File: src/rtl/loader_pkg.sv
// Shared definitions for the Nano 9k program loader: FSM encodings,
// the NOP fed to the CPU during a load, and the default frame header byte.
package loader_pkg;

    typedef logic [2:0] state_t;

    localparam state_t ST_IDLE    = 3'd0;
    localparam state_t ST_HDR_LEN = 3'd1;
    localparam state_t ST_DATA    = 3'd2;
    localparam state_t ST_CHECK   = 3'd3;
    localparam state_t ST_RELEASE = 3'd4;
    localparam state_t ST_FAIL    = 3'd5;

    localparam logic [31:0] NOP_INSN          = 32'h0000_0013;
    localparam logic [7:0]  DEFAULT_SYNC_BYTE = 8'hA5;

endpackage

File: src/rtl/program_loader_if.sv
// Bus bundle between the loader and its environment (UART rx, CPU fetch port,
// instruction memory). master = loader side, slave = environment side.
interface program_loader_if;
    logic        rx_valid;
    logic [7:0]  rx_data;
    logic [7:0]  cpu_rom_address;
    logic [31:0] cpu_rom_data;
    logic        cpu_hold;
    logic [7:0]  mem_address;
    logic [31:0] mem_wdata;
    logic        mem_we;
    logic [31:0] mem_rdata;
    logic        busy;
    logic        load_ok;
    logic        load_err;

    modport master (
        input  rx_valid, rx_data, cpu_rom_address, mem_rdata,
        output cpu_rom_data, cpu_hold, mem_address, mem_wdata, mem_we,
        busy, load_ok, load_err
    );

    modport slave (
        output rx_valid, rx_data, cpu_rom_address, mem_rdata,
        input  cpu_rom_data, cpu_hold, mem_address, mem_wdata, mem_we,
        busy, load_ok, load_err
    );
endinterface

File: src/rtl/program_loader_word_assembler.sv
// Little-endian byte-to-word packer: shifts bytes in from the top, counts lanes,
// and pulses word_done the cycle after the fourth byte of each word.
module word_assembler (
    input  logic        clock,
    input  logic        reset,
    input  logic        clear,
    input  logic        accept,
    input  logic [7:0]  byte_in,
    output logic [31:0] word,
    output logic        lane_full,
    output logic        word_done
);

    logic [1:0]  lane_q, lane_d;
    logic [31:0] word_q, word_d;
    logic        done_q, done_d;

    always_comb begin
        lane_d = lane_q;
        word_d = word_q;
        done_d = 1'b0;
        if (clear) begin
            lane_d = '0;
        end else if (accept) begin
            word_d = {byte_in, word_q[31:8]};
            lane_d = lane_q + 2'd1;
            done_d = (lane_q == 2'd3);
        end
    end

    always_ff @(posedge clock) begin
        if (reset) begin
            lane_q <= '0;
            word_q <= '0;
            done_q <= 1'b0;
        end else begin
            lane_q <= lane_d;
            word_q <= word_d;
            done_q <= done_d;
        end
    end

    assign word      = word_q;
    assign lane_full = accept && (lane_q == 2'd3);
    assign word_done = done_q;

endmodule

File: src/rtl/program_loader.sv
// Boot loader / instruction-memory arbiter: loads a framed image from UART into
// instruction memory while holding the CPU. Optional inter-byte timeout: PROGRAM_LOADER_TIMEOUT_EN.
module program_loader
    import loader_pkg::*;
#(
    parameter logic [7:0]  SYNC_BYTE      = DEFAULT_SYNC_BYTE,
    parameter int unsigned TIMEOUT_CYCLES = 27_000_000
) (
    input  logic              clock,
    input  logic              reset,
    program_loader_if.master  bus
);

    state_t      state_q, state_d;
    logic [7:0]  len_q, len_d;
    logic [7:0]  ptr_q, ptr_d;
    logic [7:0]  xor_q, xor_d;
    logic        cpu_hold_q, cpu_hold_d;
    logic        load_ok_q, load_ok_d;
    logic        load_err_q, load_err_d;

    logic        frame_start;
    logic        data_accept;
    logic        lane_full;
    logic        word_done;
    logic [31:0] word;
    logic [7:0]  last_ptr;
    logic        busy;

    assign frame_start = (state_q == ST_IDLE) && bus.rx_valid && (bus.rx_data == SYNC_BYTE);
    assign data_accept = (state_q == ST_DATA) && bus.rx_valid;
    // L = 0 wraps to 255 here, which is exactly the last index of a 256-word frame
    assign last_ptr    = len_q - 8'd1;

    word_assembler u_asm (
        .clock     (clock),
        .reset     (reset),
        .clear     (frame_start),
        .accept    (data_accept),
        .byte_in   (bus.rx_data),
        .word      (word),
        .lane_full (lane_full),
        .word_done (word_done)
    );

`ifdef PROGRAM_LOADER_TIMEOUT_EN
    logic [31:0] tmo_q, tmo_d;
`else
    logic [31:0] unused_timeout;
    assign unused_timeout = TIMEOUT_CYCLES;
`endif

    always_comb begin
        state_d    = state_q;
        len_d      = len_q;
        ptr_d      = ptr_q;
        xor_d      = xor_q;
        cpu_hold_d = cpu_hold_q;
        load_ok_d  = load_ok_q;
        load_err_d = load_err_q;

        if (word_done) ptr_d = ptr_q + 8'd1;

        case (state_q)
            ST_IDLE: begin
                if (frame_start) begin
                    state_d    = ST_HDR_LEN;
                    cpu_hold_d = 1'b1;
                    load_ok_d  = 1'b0;
                    load_err_d = 1'b0;
                    ptr_d      = '0;
                    xor_d      = '0;
                end
            end
            ST_HDR_LEN: begin
                if (bus.rx_valid) begin
                    len_d   = bus.rx_data;
                    xor_d   = bus.rx_data;
                    state_d = ST_DATA;
                end
            end
            ST_DATA: begin
                if (bus.rx_valid) begin
                    xor_d = xor_q ^ bus.rx_data;
                    if (lane_full && (ptr_q == last_ptr)) state_d = ST_CHECK;
                end
            end
            ST_CHECK: begin
                if (bus.rx_valid) begin
                    if (bus.rx_data == xor_q) begin
                        state_d   = ST_RELEASE;
                        load_ok_d = 1'b1;
                    end else begin
                        state_d    = ST_FAIL;
                        load_err_d = 1'b1;
                    end
                end
            end
            ST_RELEASE: begin
                state_d    = ST_IDLE;
                cpu_hold_d = 1'b0;
            end
            ST_FAIL: begin
                state_d = ST_IDLE;
            end
            default: begin
                state_d = ST_IDLE;
            end
        endcase

`ifdef PROGRAM_LOADER_TIMEOUT_EN
        tmo_d = '0;
        if (state_q inside {ST_HDR_LEN, ST_DATA, ST_CHECK} && !bus.rx_valid) begin
            if (tmo_q == TIMEOUT_CYCLES - 1) begin
                state_d    = ST_FAIL;
                load_err_d = 1'b1;
                load_ok_d  = 1'b0;
            end else begin
                tmo_d = tmo_q + 32'd1;
            end
        end
`endif
    end

    always_ff @(posedge clock) begin
        if (reset) begin
            state_q    <= ST_IDLE;
            len_q      <= '0;
            ptr_q      <= '0;
            xor_q      <= '0;
            cpu_hold_q <= 1'b0;
            load_ok_q  <= 1'b0;
            load_err_q <= 1'b0;
`ifdef PROGRAM_LOADER_TIMEOUT_EN
            tmo_q      <= '0;
`endif
        end else begin
            state_q    <= state_d;
            len_q      <= len_d;
            ptr_q      <= ptr_d;
            xor_q      <= xor_d;
            cpu_hold_q <= cpu_hold_d;
            load_ok_q  <= load_ok_d;
            load_err_q <= load_err_d;
`ifdef PROGRAM_LOADER_TIMEOUT_EN
            tmo_q      <= tmo_d;
`endif
        end
    end

    assign busy             = (state_q != ST_IDLE);
    assign bus.busy         = busy;
    assign bus.cpu_hold     = cpu_hold_q;
    assign bus.load_ok      = load_ok_q;
    assign bus.load_err     = load_err_q;
    assign bus.mem_we       = word_done;
    assign bus.mem_wdata    = word;
    assign bus.mem_address  = busy ? ptr_q : bus.cpu_rom_address;
    assign bus.cpu_rom_data = busy ? NOP_INSN : bus.mem_rdata;

endmodule
File: src/flat_wrapper.sv
// flat-port wrapper written by rule: the top's interface ports become plain ports
module program_loader_flat import loader_pkg::*;
#(
    parameter logic [7:0]  SYNC_BYTE      = DEFAULT_SYNC_BYTE,
    parameter int unsigned TIMEOUT_CYCLES = 27_000_000
)
  (clock, reset, bus_rx_valid, bus_rx_data, bus_cpu_rom_address, bus_mem_rdata, bus_cpu_rom_data, bus_cpu_hold, bus_mem_address, bus_mem_wdata, bus_mem_we, bus_busy, bus_load_ok, bus_load_err);
  program_loader_if bus_i ();
  input  logic clock;
  input  logic reset;
  input wire logic [$bits(bus_i.rx_valid)-1:0] bus_rx_valid;
  input wire logic [$bits(bus_i.rx_data)-1:0] bus_rx_data;
  input wire logic [$bits(bus_i.cpu_rom_address)-1:0] bus_cpu_rom_address;
  input wire logic [$bits(bus_i.mem_rdata)-1:0] bus_mem_rdata;
  output wire logic [$bits(bus_i.cpu_rom_data)-1:0] bus_cpu_rom_data;
  output wire logic [$bits(bus_i.cpu_hold)-1:0] bus_cpu_hold;
  output wire logic [$bits(bus_i.mem_address)-1:0] bus_mem_address;
  output wire logic [$bits(bus_i.mem_wdata)-1:0] bus_mem_wdata;
  output wire logic [$bits(bus_i.mem_we)-1:0] bus_mem_we;
  output wire logic [$bits(bus_i.busy)-1:0] bus_busy;
  output wire logic [$bits(bus_i.load_ok)-1:0] bus_load_ok;
  output wire logic [$bits(bus_i.load_err)-1:0] bus_load_err;
  assign bus_i.rx_valid = bus_rx_valid;
  assign bus_i.rx_data = bus_rx_data;
  assign bus_i.cpu_rom_address = bus_cpu_rom_address;
  assign bus_i.mem_rdata = bus_mem_rdata;
  assign bus_cpu_rom_data = bus_i.cpu_rom_data;
  assign bus_cpu_hold = bus_i.cpu_hold;
  assign bus_mem_address = bus_i.mem_address;
  assign bus_mem_wdata = bus_i.mem_wdata;
  assign bus_mem_we = bus_i.mem_we;
  assign bus_busy = bus_i.busy;
  assign bus_load_ok = bus_i.load_ok;
  assign bus_load_err = bus_i.load_err;
  program_loader #(.SYNC_BYTE(SYNC_BYTE), .TIMEOUT_CYCLES(TIMEOUT_CYCLES)) u_core (.clock(clock), .reset(reset), .bus(bus_i));
endmodule
File: config.mk
export PLATFORM = sky130hd
export DESIGN_NAME = program_loader_flat
export DESIGN_NICKNAME = d
export VERILOG_FILES = /design/src/rtl/loader_pkg.sv /design/src/rtl/program_loader_if.sv /design/src/rtl/program_loader_word_assembler.sv /design/src/rtl/program_loader.sv /design/src/flat_wrapper.sv
export SDC_FILE = /design/constraint.sdc
export NUM_CORES = 1
export LEC_CHECK = 0
export ABC_AREA = 1
export CORE_ASPECT_RATIO = 1.25
export CORE_MARGIN = 2
export CORE_UTILIZATION = 43
export DETAILED_ROUTE_END_ITERATION = 10
export HOLD_SLACK_MARGIN = 0.05
export PLACE_DENSITY = 0.81
export SLEW_MARGIN = 25
export SYNTH_ARGS = -nofsm -noshare
export SYNTH_HDL_FRONTEND = slang
export SYNTH_SLANG_ARGS = --single-unit
File: constraint.sdc
create_clock -name clock -period 2.2 [get_ports clock]
set_clock_uncertainty 0.2 [all_clocks]
set_input_delay 0.66 -clock clock [delete_from_list [all_inputs] [get_ports clock]]
set_output_delay 0.66 -clock clock [all_outputs]
set_load 0.005 [all_outputs]
After elaboration in Yosys (flattened, before gate mapping). Cells that the tools add are included.

Bits in registers: 65. Bits in latches: 0. Bits in writable memories: 0. Memory bits (read-only): 0. Input port bits: 51. Output and inout bits: 77. Logic and storage cells: 75. Memories kept: 0.

Add/sub/neg operators: 3. Multiply operators: 0. Divide/modulo/power cells: 0. Magnitude comparators: 0. Equal/unequal tests: 15. Shift operators: 0. Multiplexer cells: 25. Bitwise operators: 3. Reduce and logical (&&, ||, !) cells: 19.

Operators with widths (number): 8-bit 2-to-1 mux (7); 32-bit 2-to-1 mux (1); 8-bit one-hot mux with 3 select lines (1); 8-bit == test (2); 3-bit 2-to-1 mux (5); 3-bit one-hot mux with 4 select lines (1); 4-bit AND reduction (3); 2-bit != test, second input constant (5); 8-bit by 1-bit adder with 8-bit output, second input constant (1); 8-bit == test, second input constant (1); 8-bit by 1-bit subtractor with 8-bit output, second input constant (1); 8-bit XOR (1); 1-bit 2-to-1 mux (7); 3-bit by 2-bit == test with 1-bit output, second input constant (2); 1-bit one-hot mux with 2 select lines (3); 2-bit AND reduction (3); 3-bit nonzero test (2); 1-bit logical AND (5); 5-bit AND reduction (1); 2-bit by 1-bit != test with 1-bit output, second input constant (2); 2-bit nonzero test (2); 3-bit by 1-bit == test with 1-bit output, second input constant (1); 3-bit == test, second input constant (1); 3-bit zero test (1); other kinds (5) (6).

Logic depth before layout (Yosys ltp).
Depth in word-level cells: 7. Gate-level depth with buffers: 14. Gate-level depth less buffers: 14.

Cells and area by module. A second synthesis with hierarchy kept.

Cell total of the unflattened synthesis: 560. Area total of the unflattened synthesis: 3582.2 µm².

By module, submodules not included: program_loader (instances 1, cells an instance 338, area each 2083.2 µm², seq. area each 600.6 µm²); word_assembler (instances 1, cells an instance 222, area each 1498.9 µm², seq. area each 700.7 µm²).

Worst setup path after synthesis. OpenSTA, ideal clock, no wires.

Path kind: register -> output. Start point: reg u_core.state_q[2]. End point: out bus_mem_address[5]. Arrival: 1.048 ns. Data required time: 1.340 ns. Setup slack: 0.292 ns. Cell stages (with the launch flop): 7. Path buffers: 1. Cell sequence: dfxtp_1 nor2_4 nand2_4 inv_4 clkbuf_1 nand2_1 o21ai_0.

Cells in the longest elaborated chain, start to end: 2.

RTL lines: start, declared (line program_loader.sv:14) `state_t state_q, state_d;`; start signal, assigned (line program_loader.sv:138) `state_q <= state_d;`; 3-bit nonzero test (line program_loader.sv:151) `assign busy = (state_q != ST_IDLE);`; 8-bit 2-to-1 mux (line program_loader.sv:158) `assign bus.mem_address = busy ? ptr_q : bus.cpu_rom_address;`; end, declared (line flat_wrapper.sv:17) `output wire logic [$bits(bus_i.mem_address)-1:0] bus_mem_address;`.

Every way passes these cells.

Worst setup path in the final report.
Start point: in bus_rx_data[4]. End point: reg u_core.state_q[0].

Cells in the longest elaborated chain, start to end: 4.

RTL lines: start, declared (line flat_wrapper.sv:12) `input wire logic [$bits(bus_i.rx_data)-1:0] bus_rx_data;`; 8-bit == test (on tied branches) (line program_loader.sv:90, program_loader.sv:30); 1-bit 2-to-1 mux or 1-bit logical AND (tied branches) (line program_loader.sv:90, program_loader.sv:30); 3-bit 2-to-1 mux or 2-bit by 1-bit != test with 1-bit output (tied branches); 3-bit one-hot mux with 4 select lines or 5-bit AND reduction (tied branches).

Parallel ways exist; a longest one is shown, timed or not. The select of a mux whose other input is x is not followed. A chain may end at the register's enable or synchronous reset.

==> flow_metrics.env <==
export IMPL_status="complete, but fails checks"
export IMPL_violations="setup timing"
export IMPL_fill_cells=651
export IMPL_hold_viol=0
export IMPL_dp_hpwl_um=7420
export IMPL_grt_pass1_wl_um=16200
export IMPL_setup_tns_ns=-0.792
export IMPL_power_density_nw_per_um2=640
export IMPL_rsz0062_at_grt="yes"
export IMPL_track_usage_pct=23.1
export IMPL_synthSimpleGateAreaFrac_pct=31.4
export IMPL_port_buffers=127
export IMPL_clockRootBuffer="clkbuf_8"
export IMPL_drv_slew=0
export IMPL_drt_iter0_markers=172
export IMPL_min_path_type="reg -> reg"
export IMPL_pre_cts_slack_ns=-0.494
export IMPL_synth_top_family_by_area="simple AND/OR/NAND/NOR gates"
export IMPL_critPathLaunchType="input pin"
export IMPL_grt_use_met1_pct=27.5
export IMPL_wl_um=10500
export IMPL_die_w_um=83.1
export IMPL_grt_max_degree=44
export IMPL_htree_levels=3
export IMPL_syn_num_nets=548
export IMPL_crit_type="in -> reg"
export IMPL_synth_compound_area_share_pct=14.0
export IMPL_holdPathStages=2
export IMPL_cp_max_fo=3
export IMPL_nNetsFinal=710
export IMPL_grt_use_met2_pct=40.8
export IMPL_ys_ff_latch=65
export IMPL_rows=36
export IMPL_cts_buffer_depth=2
export IMPL_required_ns=2.22
export IMPL_finalSetupViolCount=26
export IMPL_worst_pin_slew_ns=0.581
export IMPL_areaGrowthSynthToFinish_pct=55.1
export IMPL_ys_warn_count=0
export IMPL_drtAntennaViolNets=0
export IMPL_syn_area_um2=3370
export IMPL_cp_arrival_ns=2.30
export IMPL_max_freq_mhz=440
export IMPL_use_met3_pct=6.16
export IMPL_cts_tree="yes"
export IMPL_synthAdderAreaFrac_pct=1.12
export IMPL_maxCapViolations=0
export IMPL_synthXorXnorAreaFrac_pct=3.90
export IMPL_vias_per_cell=5.04
export IMPL_vias=3807
export IMPL_worstRegToRegCells=13
export IMPL_synth_area_mux_share_pct=0
export IMPL_drcViolationCount=0
export IMPL_ys_types=35
export IMPL_power_leakage_uw=0.00233
export IMPL_fin_crit_ns=2.27
export IMPL_period_share_pct=103
export IMPL_grt_pass1_vias=3536
export IMPL_num_antenna_cells=0
export IMPL_clock_latency_ns=0.34
export IMPL_cts_made_buffers=9
export IMPL_routedWlPerCell_um=13.9
export IMPL_ir_worst_vdd_uv=482
export IMPL_fin_ws_ns=-0.0736
export IMPL_path_clk_slew_ns=0.07
export IMPL_ys_seq_area_share_pct=38.7
export IMPL_start_util_pct=43.7
export IMPL_clock_sinks=65
export IMPL_grt_remaining_overflow=0
export IMPL_slew_headroom_pct=60.9
export IMPL_critPathCaptureType="flip-flop"
export IMPL_antenna_found_initial=0
export IMPL_die_area_um2=8560
export IMPL_die_h_um=103
export IMPL_drtPass1Iterations=4
export IMPL_ios=128
export IMPL_synthesis_instances=494
export IMPL_gp_congestion=0.897
export IMPL_drive_above_1_share_pct=23.3
export IMPL_grt_busiest_layer="met2"
export IMPL_core_area_um2=7700
export IMPL_avgSynthCellArea_um2=6.81
==> cell type report <==
class | count | area (um^2) | area share (%)
Clock inverter | 5 | 78.8 | 1.51
Multi-Input combinational cell | 338 | 1810 | 34.6
Tap cell | 95 | 119 | 2.28
Timing Repair inverter | 2 | 20.0 | 0.384
Sequential cell | 65 | 1300 | 25.0
Inverter | 68 | 274 | 5.25
Clock buffer | 11 | 141 | 2.71
Timing Repair Buffer | 172 | 1480 | 28.3
==> cell families after synthesis <==
logic type,Yosys count
and+or+nand+nor,232
adders and majority gates,3
xor gates and xnor gates,15
DFF,65
buffers and inverters,91
AOI/OAI and AO/OA,88
==> final timing paths <==
check | endpoint | from | slack [ns]
worst min register to register | u_core.u_asm.word[3]$_SDFFE_PP0P_ | u_core.u_asm.word[3]$_SDFFE_PP0P_ | 0.26
worst min-delay path | u_core.u_asm.word[3]$_SDFFE_PP0P_ | u_core.u_asm.word[3]$_SDFFE_PP0P_ | 0.26
worst max register to register | u_core.state_q[0]$_SDFFE_PP0P_ | u_core.state_q[0]$_SDFFE_PP0P_ | 0.10
worst max-delay path | u_core.state_q[0]$_SDFFE_PP0P_ | bus_rx_data[4] | -0.07
==> critical path: stages <==
cell and delay (ns):
clkdlybuf4s50_1 0.46, buf_4 0.16, xnor2_2 0.18, nand2_1 0.08, nor2_1 0.11, nand2_1 0.12
inv_2 0.09, nor2_1 0.05, nor2_1 0.12, nand3_1 0.12, nand2_1 0.10, nor2_1 0.06
==> what timing repair did <==
action / in CTS / in global routing
hold buffers: 0 / 0
buffers inserted: 5 / 1
pin swaps: 11 / 9
gates resized for setup: 210 / 37
gates cloned: 1 / 1
setup endpoints to repair: 41 / 41
==> state kept, by name, summed over array words and instances (netlist names) <==
signal and cells:
u_core.bus.load_ok 1, u_core.ptr_q 8, u_core.bus.cpu_hold 1, u_core.bus.load_err 1, u_core.u_asm.lane_q 2, u_core.len_q 8
u_core.u_asm.word_done 1, u_core.state_q 3, u_core.u_asm.word 32, u_core.xor_q 8
==> placed cells by master, fill, tap and decap left out, types with 2 or more instances in the layout <==
cell type / n
a21oi_1: 56
buf_12: 4
buf_2: 37
buf_4: 38
buf_6: 5
bufinv_16: 2
clkbuf_8: 10
clkdlybuf4s50_1: 53
clkinv_2: 3
clkinv_4: 2
dfxtp_1: 63
dfxtp_2: 2
dlygate4sd2_1: 27
dlymetal6s2s_1: 7
ha_1: 3
inv_1: 61
inv_2: 4
nand2_1: 84
nand2_2: 6
nand2_4: 6
nand3_1: 57
nand4_1: 2
nor2_1: 46
nor2_2: 12
nor2_4: 5
nor3_1: 5
o21ai_0: 13
o21ai_1: 6
o21ai_2: 5
o22ai_1: 4
or2_4: 3
xnor2_1: 6
xnor2_2: 2
xor2_1: 7
==> cell usage after synthesis, drive strengths merged <==
master / n / share of area (%)
dfxtp: 65 / 39
xnor2: 8 / 2.1
a21oi: 56 / 8.3
nand3: 57 / 8.5
buf: 10 / 1.7
inv: 66 / 7.4
nor3b: 2 / 0.59
o21ai: 24 / 3.6
clkbuf: 13 / 1.4
a211oi: 1 / 0.22
ha: 3 / 1.1
nor3: 5 / 0.74
o311ai: 1 / 0.26
o21a: 1 / 0.22
a22oi: 1 / 0.63
nand4: 3 / 1.0
nor2: 63 / 7.6
xor2: 7 / 1.8
nand2: 96 / 12
or2: 5 / 0.93
o22ai: 4 / 0.74
nor4: 1 / 0.19
clkinv: 2 / 0.41
==> power breakdown <==
group | switching, uW | internal, uW
Combinational | 525 | 454
Sequential | 21.6 | 1200
Clock | 469 | 667
Total | 1020 | 2320
==> stage by stage <==
| stage | power [uW] | area [um^2] | util, % | cells | hold WS, ns |
|---|---|---|---|---|---|
| after floorplan | 1710 | 3370 | - | 494 | 0.244 |
| after global routing | 3510 | 5220 | 67.8 | 756 | 0.295 |
| after CTS | 3290 | 5100 | 66.2 | 754 | 0.266 |
| after global placement | 2180 | 4990 | 64.8 | 732 | 0.247 |
| final | 3340 | 5220 | 67.8 | 756 | 0.263 |
| after detailed placement | 2200 | 4990 | 64.8 | 732 | 0.253 |
==> layer usage <==
layer / wire, um / up-vias
li1: - / 1908
met1: 4060 / 1755
met2: 5550 / 123
met3: 675 / 21
met4: 194 / 0
met5: 0 / -
Power figures use the tool's default switching activity.
